### src/rtl/add_sub_pkg.sv
// Shared types and helpers for the digit-serial adder/subtractor.
package add_sub_pkg;

   typedef enum logic [1:0] {IDLE, RUN, DONE} state_t;

   // Step-counter width; never narrower than one bit so STEPS=1 still has a counter.
   function automatic int cnt_w(input int steps);
      return (steps <= 1) ? 1 : $clog2(steps);
   endfunction

endpackage

### src/rtl/add_sub_serial_add_digit.sv
// One digit of ripple-carry addition; exposes the carry into the MSB for overflow detection.
module add_digit #(
   parameter int DIGIT = 4
) (
   input  logic [DIGIT-1:0] x,
   input  logic [DIGIT-1:0] y,
   input  logic             cin,
   output logic [DIGIT-1:0] s,
   output logic             cout,
   output logic             c_msb
);

   logic [DIGIT:0] c;

   assign c[0] = cin;

   for (genvar i = 0; i < DIGIT; i++) begin : g_bit
      fa u_fa (
         .x    (x[i]),
         .y    (y[i]),
         .cin  (c[i]),
         .s    (s[i]),
         .cout (c[i+1])
      );
   end

   assign cout  = c[DIGIT];
   assign c_msb = c[DIGIT-1];

endmodule

### src/rtl/fa.sv
// Single-bit full adder cell.
module fa (
   input  logic x,
   input  logic y,
   input  logic cin,
   output logic s,
   output logic cout
);

   assign s    = x ^ y ^ cin;
   assign cout = (x & y) | (cin & (x ^ y));

endmodule

### src/rtl/add_sub_serial.sv
// Multi-cycle adder/subtractor: one DIGIT-bit slice per clock, valid/ready on both sides.
module add_sub_serial
   import add_sub_pkg::*;
#(
   parameter int WIDTH = 16,
   parameter int DIGIT = 4
) (
   input  logic             clk,
   input  logic             rst,
   input  logic             in_valid,
   output logic             in_ready,
   input  logic [WIDTH-1:0] a,
   input  logic [WIDTH-1:0] b,
   input  logic             sub,
   output logic             out_valid,
   input  logic             out_ready,
   output logic [WIDTH-1:0] result,
   output logic             carry,
   output logic             overflow,
   output logic             zero
);

   localparam int STEPS = WIDTH / DIGIT;
   localparam int CW    = cnt_w(STEPS);

   state_t           state;
   logic [WIDTH-1:0] acc_a, acc_b, res, res_nxt;
   logic             cy;
   logic [CW-1:0]    cnt;
   logic [DIGIT-1:0] s;
   logic             cout, c_msb;
   logic             last;

   add_digit #(.DIGIT(DIGIT)) u_digit (
      .x     (acc_a[DIGIT-1:0]),
      .y     (acc_b[DIGIT-1:0]),
      .cin   (cy),
      .s     (s),
      .cout  (cout),
      .c_msb (c_msb)
   );

   // Sum digits enter at the top so the final slice lands in the MSBs.
   if (DIGIT == WIDTH) begin : g_full
      assign res_nxt = s;
   end else begin : g_part
      assign res_nxt = {s, res[WIDTH-1:DIGIT]};
   end

   assign last     = (cnt == CW'(STEPS - 1));
   assign in_ready = (state == IDLE);
   assign result   = res;

   always_ff @(posedge clk) begin
      if (rst) begin
         state     <= IDLE;
         acc_a     <= '0;
         acc_b     <= '0;
         res       <= '0;
         cy        <= 1'b0;
         cnt       <= '0;
         out_valid <= 1'b0;
         carry     <= 1'b0;
         overflow  <= 1'b0;
         zero      <= 1'b0;
      end else begin
         case (state)
            IDLE: begin
               if (in_valid) begin
                  acc_a <= a;
                  acc_b <= b ^ {WIDTH{sub}};
                  cy    <= sub;
                  cnt   <= '0;
                  state <= RUN;
               end
            end
            RUN: begin
               acc_a <= acc_a >> DIGIT;
               acc_b <= acc_b >> DIGIT;
               res   <= res_nxt;
               cy    <= cout;
               cnt   <= cnt + 1'b1;
               if (last) begin
                  overflow  <= c_msb ^ cout;
                  carry     <= cout;
                  zero      <= (res_nxt == '0);
                  out_valid <= 1'b1;
                  state     <= DONE;
               end
            end
            DONE: begin
               if (out_ready) begin
                  out_valid <= 1'b0;
                  state     <= IDLE;
               end
            end
            default: state <= IDLE;
         endcase
      end
   end

endmodule

### config.mk
export PLATFORM = sky130hd
export DESIGN_NAME = add_sub_serial
export DESIGN_NICKNAME = d
export VERILOG_FILES = /design/src/rtl/add_sub_pkg.sv /design/src/rtl/add_sub_serial_add_digit.sv /design/src/rtl/fa.sv /design/src/rtl/add_sub_serial.sv
export SDC_FILE = /design/constraint.sdc
export NUM_CORES = 1
export LEC_CHECK = 0
export ABC_AREA = 1
export BUFFER_PORTS_ARGS = -buffer_cell sky130_fd_sc_hd__buf_2
export CAP_MARGIN = 20
export CORE_UTILIZATION = 56
export CTS_BUF_LIST = sky130_fd_sc_hd__clkbuf_4
export DETAILED_ROUTE_END_ITERATION = 8
export PLACE_DENSITY = 0.92
export SYNTH_ARGS = -nofsm -noshare
export SYNTH_HDL_FRONTEND = slang
export SYNTH_SLANG_ARGS = --single-unit
### constraint.sdc
create_clock -name clk -period 2.7 [get_ports clk]
set_input_delay 0.54 -clock clk [delete_from_list [all_inputs] [get_ports clk]]
set_output_delay 0.54 -clock clk [all_outputs]
set_load 0.02 [all_outputs]
==> reports/results.ini, run 1 <==
[place]
portBuffers=57
place_ws_ns=0.2124
place.gp.congestion=0.8422
hpwl_mm=3.767
dpl-instance-area_um2=2840
dp.cells=442

[cells_and_area]
n_antenna_cell=0
nets=443
mostFrequentLayoutCells=nand2_1, buf_2, dfxtp_1
finalInstanceArea_um2=2955
post-route-util=0.6695
area_delta_synth_final_pct=12.69
fin_cells=458
layout.cells.most_common=nand2_1
drive_gt1_frac=0.2118
nFillCells=370

[setup_path]
worstSetupPathType=reg -> reg
worstPathRequired_ns=3.04
rr_worst_depth=13
critPathLaunchType=flop
cp-endpoint=zero
regToRegEndpoint=zero
ff2ff_setup_slack_ns=0.17
cp-startpoint=cy
end_kind=flop
r2r-start=cy
worstPathMaxFanout=2
arrival_ns=2.87

[sta]
setup_ws_ns=0.1695
setup_violations=0
tightest_slew_ns=0.8628
drv_slew=0
clock_skew_ns=0.008502
hold_viol=0
fmax_mhz=395.2
final.period_utilization=0.9372
layout_min_cycle_time_ns=2.531
max_slew_margin=0.4241

[synthesis]
synth_edf_count=0
netlist_area_um2=2623
yosysWarnings=0
syn_avg_cell_area_um2=7.472
synth_seq_cells=57
async_reset_ff_frac=0
yosysSeqAreaShare=0.4351
synth_flop_cell=dfxtp_1
syn-num-nets=393
synth_cell_types=24
syn_inst=351

[clock_tree]
h-tree-depth=3
clkLatencyLatePin_ns=0.41
clock-root-buffer=clkbuf_4
numClockSinks=57
postCtsSetupBuffers=0
cts_tree=done
clk_pin_slew_ns=0.09
cts_made_buffers=9
clock_path_buffers=2

[drt]
ant_nets=0
wl_mm=5.633
via_per_inst=5.133
wl_per_cell_um=12.30
first_iter_violations=135
drc=0
dr.pass1.iters=4
vias=2351

[global_routing]
grt_pass1_vias=2342
antenna_found_initial=0
track_usage=0.2551
grt_pass1_wl_mm=9.901
grt-ovfl-total=0
grt_max_degree=39

[floorplanning]
io_pins=58
die_area_um2=4960
die_w_um=70.43
die_h_um=70.43
initial_core_util=0.5941
placementRows=24
core_area_um2=4414

[status]
status=finished, final reports clean

[worst_hold_path]
hp-class=in -> reg

[pwr]
peakVddDrop_mv=0.4170
leakage_uw=0.001412
power_density_nw_per_um2=593.5

[run]
maxCapViolations=0

[sequential cells by signal, indices dropped and copies added (netlist names)]
signal     count
acc_b         16
cnt            2
zero           1
overflow       1
cy             1
result        16
carry          1
acc_a         16
state          2
out_valid      1
[cell usage after synthesis, types with 2 or more instances]
cell type | instances | share of area
xor2_1 | 17 | 0.057
buf_4 | 4 | 0.011
nand3_1 | 24 | 0.046
fa_1 | 4 | 0.031
buf_6 | 7 | 0.030
o21ai_0 | 18 | 0.034
a21oi_1 | 17 | 0.032
inv_1 | 27 | 0.039
clkbuf_1 | 5 | 0.0072
inv_2 | 2 | 0.0029
nand2_1 | 102 | 0.15
a31oi_1 | 12 | 0.029
nand2_4 | 2 | 0.0086
dfxtp_1 | 57 | 0.44
buf_2 | 4 | 0.0076
nand2_2 | 2 | 0.0048
nor2_1 | 40 | 0.057
[power breakdown]
| group | switching (µW) | leakage [µW] | internal [µW] |
|---|---|---|---|
| sequential | 39.3 | 0.000468 | 899 |
| clock | 305 | 0.0000655 | 199 |
| combinational | 196 | 0.000878 | 115 |
| total | 540 | 0.00141 | 1210 |
[layer usage]
| metal | vias to the layer above | GRT usage | part of all wire | wire length, µm |
|---|---|---|---|---|
| met2 | 73 | 0.4307 | 0.50 | 2803 |
| li1 | 1205 | - | - | - |
| met5 | - | 0 | 0 | 0 |
| met1 | 1053 | 0.2843 | 0.41 | 2331 |
| met4 | 0 | 0.1778 | 0.035 | 197 |
| met3 | 20 | 0.05339 | 0.053 | 300 |
[logic make-up after synthesis]
logic type	share of synthesized area
buffers and inverters	0.1021
xor gates and xnor gates	0.05677
AOI/OAI and AO/OA	0.1040
DFF	0.4351
adders and majority gates	0.03531
and+or+nand+nor	0.2667
[how the worst min path moves through the flow]
stage                    from        end  slack [ns]  cells past startpoint
finish                  a[14]  acc_a[14]        0.37                      3
global route            a[14]  acc_a[14]        0.39                      3
CTS                     a[14]  acc_a[14]        0.36                      3
detailed placement  acc_a[14]  acc_a[14]        0.46                      2
global placement       cnt[0]     cnt[0]        0.45                      1
floorplan              cnt[0]     cnt[0]        0.43                      1
[repair_timing]
| action | in CTS | in global routing |
|---|---|---|
| gates resized for setup | 0 | 4 |
| hold buffers | 0 | 0 |
| endpoints found under the setup margin | 0 | 1 |
[worst max-delay path: stages (launching register included)]
cell and delay, ns:
dfxtp_2 0.35, inv_1 0.06, fa_1 0.42, inv_1 0.10, fa_2 0.23, fa_2 0.23
inv_1 0.07, fa_1 0.55, nand2_1 0.06, inv_1 0.05, nand2_1 0.04, nor2_1 0.10
nand3_1 0.10, a21oi_2 0.13
[stage by stage]
step	hold slack (ns)	total power (µW)	TNS [ns]
final	0.3740	1754	0
after global routing	0.3857	1853	-0.03218
after CTS	0.3638	1763	0
after detailed placement	0.4570	1267	0
after global placement	0.4487	1253	0
after floorplan	0.4283	1190	0
[layout make-up]
type	count	area (µm²)	area share
Multi-Input combinational cell	243	1222	0.4136
Sequential cell	57	1142	0.3865
Timing Repair Buffer	59	300.3	0.1016
Inverter	31	120.1	0.04064
Clock buffer	11	82.58	0.02794
Tap cell	52	65.06	0.02202
Clock inverter	5	22.52	0.007621
Power figures use the tool's default switching activity.
==> inputs of run 2 (changes only) <==
==> constraint.sdc (replaced) <==
create_clock -name clk -period 2.79 [get_ports clk]
set_input_delay 0.558 -clock clk [delete_from_list [all_inputs] [get_ports clk]]
set_output_delay 0.558 -clock clk [all_outputs]
set_load 0.02 [all_outputs]
==> reports/results.ini, run 2 (synthesized netlist as in run 1, its figures left out) <==
[setup_path]
slowest_stage=fa_1
end_kind=flop
cp-endpoint=zero
worstPathMaxFanout=2
r2r-start=cy
ff2ff_setup_slack_ns=0.28
critPathLaunchType=flop
path_cells=inv_1 > fa_1 > inv_1 > fa_1 > fa_1 > inv_1 > fa_1 > nand2_1 > inv_1 > nand2_1 > nor2_1 > nand3_1 > a21oi_1
cp-startpoint=cy
cpPeakStageDelay_ns=0.48
worstPathRequired_ns=3.06
rr_worst_depth=13
worstSetupPathType=reg -> reg
arrival_ns=2.78
regToRegEndpoint=zero

[clock_tree]
clock_path_buffers=2
cts_resized=0
postCtsSetupBuffers=0
h-tree-depth=3
cts_tree=done
ctsHoldBuffers=0
clkLatencyLatePin_ns=0.39
clk_pin_slew_ns=0.08
cts_made_buffers=9
numClockSinks=57
clock-root-buffer=clkbuf_4

[drt]
first_iter_violations=107
wl_mm=5.480
dr.pass1.iters=4
wl_per_cell_um=12.02
drc=0
ant_nets=0
via_per_inst=5.147
vias=2347

[global_routing]
antenna_found_initial=0
grt_max_degree=39
track_usage=0.2438
grt_pass1_wl_mm=9.459
grt-ovfl-total=0
use_met2=0.4339
busiest_layer=met2
grt_use_met3=0.09957
grt_pass1_vias=2292
grtUsageMet1=0.2539

[sta]
layout_min_cycle_time_ns=2.515
tightest_slew_ns=0.8336
clock_skew_ns=0.009798
drv_slew=0
hold_viol=0
max_slew_margin=0.4436
fmax_mhz=397.6
setup_tns_ns=0
final.period_utilization=0.9014
rsz0062_at_grt=false
setup_violations=0

[pwr]
power.total_uw=1671
power_density_nw_per_um2=568.7
peakVddDrop_mv=0.3975
leakage_uw=0.001409

[run]
maxCapViolations=0

[floorplanning]
placementRows=24
die_h_um=70.43
io_pins=58
core_area_um2=4414
initial_core_util=0.5941
die_w_um=70.43
die_area_um2=4960

[cells_and_area]
area_delta_synth_final_pct=12.02
drive_gt1_frac=0.1980
n_antenna_cell=0
mostFrequentLayoutCells=nand2_1, dfxtp_1, buf_2
nets=443
fin_cells=456
layout.cells.most_common=nand2_1

[place]
place.gp.congestion=0.8261
dp.cells=442
portBuffers=57
hpwl_mm=3.775

[status]
status=finished, final reports clean

[worst_hold_path]
hp-class=in -> reg

-- run 2: cell count changes in the layout (fill, tap and decap cells not counted), sizes merged --
cell	before	now
clkinv	6	3
clkbuf	11	12
-- run 2: worst min path at each step --
stage / from / endpoint / slack (ns) / depth (start not counted)
floorplan: cnt[0] / cnt[0] / 0.43 / 1
global placement: cnt[0] / cnt[0] / 0.45 / 1
detailed placement: acc_a[12] / acc_a[12] / 0.45 / 2
CTS: a[15] / acc_a[15] / 0.40 / 3
global route: a[15] / acc_a[15] / 0.41 / 3
finish: a[15] / acc_a[15] / 0.42 / 3
-- run 2: through the flow --
stage | utilization | area (µm²) | hold WS, ns | setup WS, ns
after floorplan | - | 2623 | 0.4283 | 0.4300
after global placement | 0.6434 | 2840 | 0.4486 | 0.3846
after detailed placement | 0.6434 | 2840 | 0.4547 | 0.3009
after CTS | 0.6655 | 2938 | 0.3978 | 0.2884
after global routing | 0.6655 | 2938 | 0.4060 | 0.1029
final | 0.6655 | 2938 | 0.4222 | 0.2751
-- run 2: routing by layer --
metal | up-vias | part of all wire
met4 | 0 | 0.021
met2 | 72 | 0.50
met3 | 12 | 0.062
li1 | 1201 | -
met1 | 1062 | 0.41
met5 | - | 0
-- run 2: where the power goes --
group | leakage [µW] | switching, µW | internal (µW)
Sequential | 0.000468 | 38.0 | 870
Combinational | 0.000883 | 189 | 111
Clock | 0.0000583 | 264 | 199
-- run 2: layout make-up --
cell class	instances	area [µm²]
tap	52	65.06
clock inverter	2	7.507
multi-input combinational	243	1214
clock buffer	12	90.09
inverter	31	120.1
sequential	57	1141
timing repair buffer	59	300.3
fill	383	1476
-- run 2: worst max-delay path, delay by kind of cell (launching register included) --
family | cells | cell delay [ns]
AO/OA/AOI/OAI | 1 | 0.06
adder cells (fa/ha/maj) | 4 | 1.50
buffers and inverters | 4 | 0.28
flip-flops | 1 | 0.33
AND/OR/NAND/NOR | 4 | 0.23
